[src/rtl/rf_write_sequencer.sv]
// rf_write_sequencer: clears X0..X30 after reset, then arbitrates the register-file write port between writeback and debug
module rf_write_sequencer #(
    parameter bit          CLEAR_ON_RESET = 1'b1,
    parameter int unsigned STARVE_LIMIT   = 4
) (
    input  logic        clk,
    input  logic        reset,
    input  logic        wb_RegWrite,
    input  logic [4:0]  wb_WriteRegister,
    input  logic [63:0] wb_WriteData,
    input  logic        dbg_valid,
    input  logic [4:0]  dbg_addr,
    input  logic [63:0] dbg_data,
    output logic        dbg_ready,
    output logic        wb_stall,
    output logic        init_busy,
    output logic        RegWrite,
    output logic [4:0]  WriteRegister,
    output logic [63:0] WriteData
);
    typedef enum logic {S_CLEAR, S_RUN} state_t;
    localparam logic [3:0] LIMIT = 4'(STARVE_LIMIT);
    state_t      r_state, w_state_nxt;
    logic [4:0]  r_clr_cnt, w_clr_nxt;
    logic [3:0]  r_starve_cnt, w_starve_nxt;
    logic        w_we;
    logic        w_force;
    // State, clear counter and starvation counter registers
    always_ff @(posedge clk) begin
        if (reset) begin
            r_state      <= CLEAR_ON_RESET ? S_CLEAR : S_RUN;
            r_clr_cnt    <= 5'd0;
            r_starve_cnt <= 4'd0;
        end else begin
            r_state      <= w_state_nxt;
            r_clr_cnt    <= w_clr_nxt;
            r_starve_cnt <= w_starve_nxt;
        end
    end
    // Source selection, handshake and next-state; writes to X31 are swallowed but still complete
    always_comb begin
        w_state_nxt   = r_state;
        w_clr_nxt     = r_clr_cnt;
        w_starve_nxt  = 4'd0;
        w_we          = 1'b0;
        WriteRegister = 5'd0;
        WriteData     = 64'd0;
        dbg_ready     = 1'b0;
        wb_stall      = 1'b0;
        init_busy     = 1'b0;
        w_force       = (r_starve_cnt == LIMIT) && dbg_valid;
        if (r_state == S_CLEAR) begin
            w_we          = 1'b1;
            WriteRegister = r_clr_cnt;
            init_busy     = 1'b1;
            wb_stall      = 1'b1;
            w_clr_nxt     = r_clr_cnt + 5'd1;
            w_state_nxt   = (r_clr_cnt == 5'd30) ? S_RUN : S_CLEAR;
        end else if (w_force || (!wb_RegWrite && dbg_valid)) begin
            w_we          = 1'b1;
            WriteRegister = dbg_addr;
            WriteData     = dbg_data;
            dbg_ready     = 1'b1;
            wb_stall      = w_force;
        end else if (wb_RegWrite) begin
            w_we          = 1'b1;
            WriteRegister = wb_WriteRegister;
            WriteData     = wb_WriteData;
            w_starve_nxt  = !dbg_valid ? 4'd0 : (r_starve_cnt == LIMIT) ? LIMIT : r_starve_cnt + 4'd1;
        end
        RegWrite = w_we && (WriteRegister != 5'd31) && !reset;
        if (reset) begin
            dbg_ready = 1'b0;
            wb_stall  = 1'b1;
            init_busy = 1'b1;
        end
    end
endmodule

[config.mk]
export PLATFORM = sky130hd
export DESIGN_NAME = rf_write_sequencer
export DESIGN_NICKNAME = d
export VERILOG_FILES = /design/src/rtl/rf_write_sequencer.sv
export SDC_FILE = /design/constraint.sdc
export NUM_CORES = 1
export LEC_CHECK = 0
export ABC_CLOCK_PERIOD_IN_PS = 4600
export CORE_AREA = 4 4 81 83
export DETAILED_ROUTE_END_ITERATION = 12
export DIE_AREA = 0 0 85 87
export PLACE_DENSITY = 0.83
export SYNTH_ARGS = -nofsm -noshare
export SYNTH_HDL_FRONTEND = slang
export SYNTH_SLANG_ARGS = --single-unit
[constraint.sdc]
create_clock -name clk -period 4.6 [get_ports clk]
set_input_delay 1.15 -clock clk [delete_from_list [all_inputs] [get_ports clk]]
set_output_delay 1.15 -clock clk [all_outputs]
set_load 0.005 [all_outputs]
==> qor.log <==
qor: run_status.outcome complete, no violations
qor: sta.finalClockSkew 6.839 ps
qor: floorplan.die_area 7395 sq um
qor: sta.timing.fmax 0.2272 GHz
qor: grt.grtUsageMet3 4.352%
qor: detailed_routing.number_of_routed_nets_with_antenna_violations 0
qor: logic_synthesis.synth_commonest_cells sky130_fd_sc_hd__nor2_1 (83), sky130_fd_sc_hd__a22oi_1 (64), sky130_fd_sc_hd__clkbuf_1 (10), sky130_fd_sc_hd__dfxtp_1 (10)
qor: logic_synthesis.synthDistinctLibCells 28
qor: sta.min_cycle_time_layout 4402 ps
qor: power_and_ir_drop.vdd_drop_max 0.0002276 V
qor: sta.maxSlewViolCount 0
qor: logic_synthesis.synth_area 1433 sq um
qor: grt.total_global_routing_track_utilization 21.16%
qor: cts.clk_pin_slew_worst_paths 50 ps
qor: logic_synthesis.post-synth-top-count-cell sky130_fd_sc_hd__nor2_1
qor: detailed_routing.finalWirelength 8.848 mm
qor: setup_path.critPathLaunchType input pin
qor: setup_path.worstPathRequired 3450 ps
qor: grt.gr-total-overflow 0
qor: logic_synthesis.synth-edff-count 0
qor: setup_path.timing.critical_path.arrival 3250 ps
qor: setup_path.worst-setup-path-type in -> out
qor: worst_hold_path.hold_path_class reg -> reg
qor: final_layout.postLayoutCellArea 3684 sq um
qor: power_and_ir_drop.cellPowerDensity 109.0 nW/um^2
qor: setup_path.critPathMaxStageDelay 540 ps
qor: run.drv_cap 0
qor: setup_path.cell_with_the_biggest_individual_delay_on_the_critical_path sky130_fd_sc_hd__clkdlybuf4s50_1
qor: cts.cts_tree done
qor: sta.number_of_endpoints_failing_setup_at_the_final_stage 0
qor: grt.grtUsageMet1 24.53%
qor: grt.grt_first_pass_wirelength 12.57 mm
qor: cts.numCtsBuffers 3
qor: sta.timing.max_slew.rel_slack 62.55%
qor: final_layout.nets 571
qor: floorplan.die_h 87 um
qor: place.gp_routability_congestion 0.9284
qor: floorplan.floorplan.core_area 5851 sq um
qor: floorplan.floorplan.initialDensity 24.49%
qor: power_and_ir_drop.reported_leakage_power 1.304 nW
qor: cts.cts-root-to-sink-buffers 2
qor: cts.cts.htree.levels 1
qor: power_and_ir_drop.total_power 401.5 uW
qor: final_layout.num_antenna_cells 0
qor: place.detailed_place_hpwl 7.279 mm
qor: floorplan.rows 28
qor: detailed_routing.drt_first_iter_violations 102
qor: floorplan.io-pin-count 215
qor: final_layout.post_route_cells_drive_above_1_share 4.481%
qor: grt.top_usage_layer met2
qor: floorplan.die_width 85 um
qor: setup_path.critical_path.endpoint_type output pin
qor: sta.timing_worst_slew_pin_value 560.9 ps
qor: detailed_routing.vias_per_cell 4.990
qor: detailed_routing.routed-via-count 2,490
qor: logic_synthesis.ys_seq_area_share 13.97%
qor: final_layout.final_util 62.96%
qor: logic_synthesis.synthCells 222
qor: detailed_routing.route.detailed.wl_per_inst 17.73 um
qor: sta.final-hold-violation-count 0
qor: grt.first_global_vias 2,309
qor: logic_synthesis.biggest_area_contributors_in_the_synthesized_netlist sky130_fd_sc_hd__a22oi_1 (34%), sky130_fd_sc_hd__nor2_1 (22%), sky130_fd_sc_hd__dfxtp_1 (14%)
qor: logic_synthesis.ys_seq_elements 10
qor: sta.final_worst_path_period_share 95.70%
qor: grt.grt_start_max_net_pins 45
qor: logic_synthesis.synth_area_leader_cell sky130_fd_sc_hd__a22oi_1
qor: grt.use_met2 39.55%
qor: logic_synthesis.asyncSetResetFlopFracSynth 0%
qor: setup_path.crit_path_max_fanout 29
qor: place.dpl_cell_area 3616 sq um
qor: logic_synthesis.postSynthAreaPerCell 6.453 sq um
qor: grt.antenna_found_initial 0
qor: final_layout.areaGrowthSynthToFinish 157.1%
qor: cts.root_buf_cell sky130_fd_sc_hd__clkbuf_8
qor: detailed_routing.dr.pass1.iters 6
qor: cts.cts_num_sinks 10
qor: cts.cts.repair_timing.setup_buffer_count 0
qor: logic_synthesis.synth_flop_cell sky130_fd_sc_hd__dfxtp_1
qor: logic_synthesis.yosysWarningCount 0
qor: detailed_routing.drcViolationCount 0
qor: logic_synthesis.synth.net_count 368
qor: sta.rsz0062_at_grt false
qor: sta.fin_tns_setup 0 ps
qor: logic_synthesis.yosys.area.top_type_share 33.54%
qor: setup_path.cp_cell_sequence clkdlybuf4s50_1 > buf_4 > a21boi_4 > buf_4 > a22oi_1 > nor2_1 > clkdlybuf4s50_1
qor: place.buffer_ports.inserted 214
qor: cts.clock_insertion_delay_worst_skew 240 ps
==> timing repair <==
action / 4_1_cts / 5_1_grt
endpoints found under the setup margin: 0 / 1
hold buffers: 0 / 0
resized for setup: 0 / 2
==> metal layers <==
| metal | part of all wire [%] | routed length, um |
|---|---|---|
| met5 | 0 | 0 |
| met4 | 2.1 | 187 |
| met3 | 7.6 | 672 |
| met2 | 53 | 4653 |
| met1 | 38 | 3334 |
==> through the flow <==
stage               setup WS [ps]  cells  hold slack (ps)
global route                74.97    499            537.3
floorplan                    1245    222            429.7
global placement            178.0    495            438.7
CTS                         87.52    499            462.9
detailed placement          128.6    495            451.1
finish                      198.0    499            462.3
==> final timing paths <==
path,to,slack [ps],startpoint,depth (start not counted)
worst max-delay path,WriteData[56],200,dbg_valid,7
worst min-delay path,r_starve_cnt[0],460,r_starve_cnt[0],1
worst max register to register,r_starve_cnt[3],3000,r_state,4
worst min register to register,r_starve_cnt[0],460,r_starve_cnt[0],1
==> flip-flops by register name (all words and copies together), names as in the netlist <==
name and flops:
r_state 1, r_clr_cnt 5, r_starve_cnt 4
==> worst max-delay path, delay by kind of cell <==
kind / cells / cell delay (ps)
compound gates: 2 / 460
simple gates: 1 / 120
buf+inv: 4 / 1510
==> where the power goes <==
group / switching (mW) / leakage, nW / internal, mW
combinational: 0.0593 / 1.19 / 0.139
clock: 0.0353 / 0.0288 / 0.0753
sequential: 0.00358 / 0.0812 / 0.0892
==> layout by cell type (no fill, tap or decap), types with 2 or more instances in the layout <==
cell / n
sky130_fd_sc_hd__clkbuf_8: 4
sky130_fd_sc_hd__nand4_1: 2
sky130_fd_sc_hd__dfxtp_1: 10
sky130_fd_sc_hd__clkdlybuf4s50_1: 214
sky130_fd_sc_hd__a21oi_1: 3
sky130_fd_sc_hd__nor2b_1: 2
sky130_fd_sc_hd__a221oi_2: 3
sky130_fd_sc_hd__inv_1: 5
sky130_fd_sc_hd__xor2_1: 4
sky130_fd_sc_hd__nor2_1: 83
sky130_fd_sc_hd__buf_4: 8
sky130_fd_sc_hd__nand3_1: 3
sky130_fd_sc_hd__ha_1: 4
sky130_fd_sc_hd__a22oi_1: 64
sky130_fd_sc_hd__xnor2_1: 2
==> cell families after synthesis <==
logic type                 count (synthesis)  synth area share, %
DFF                                       10                13.97
and+or+nand+nor                           97                27.60
adders and majority gates                  4                3.494
buffers and inverters                     30                10.04
xor gates and xnor gates                   6                3.668
AOI/OAI and AO/OA                         75                41.22
==> cell type report <==
cell class                 instances  area (sq um)
clock buffer                       4         55.05
fill                             506          2167
inverter                           6         22.52
multi-input combinational        182          1110
sequential                        10         200.2
tap                               75         93.84
timing repair buffer             222          2202
No activity file was read; power rests on OpenSTA's default activity.
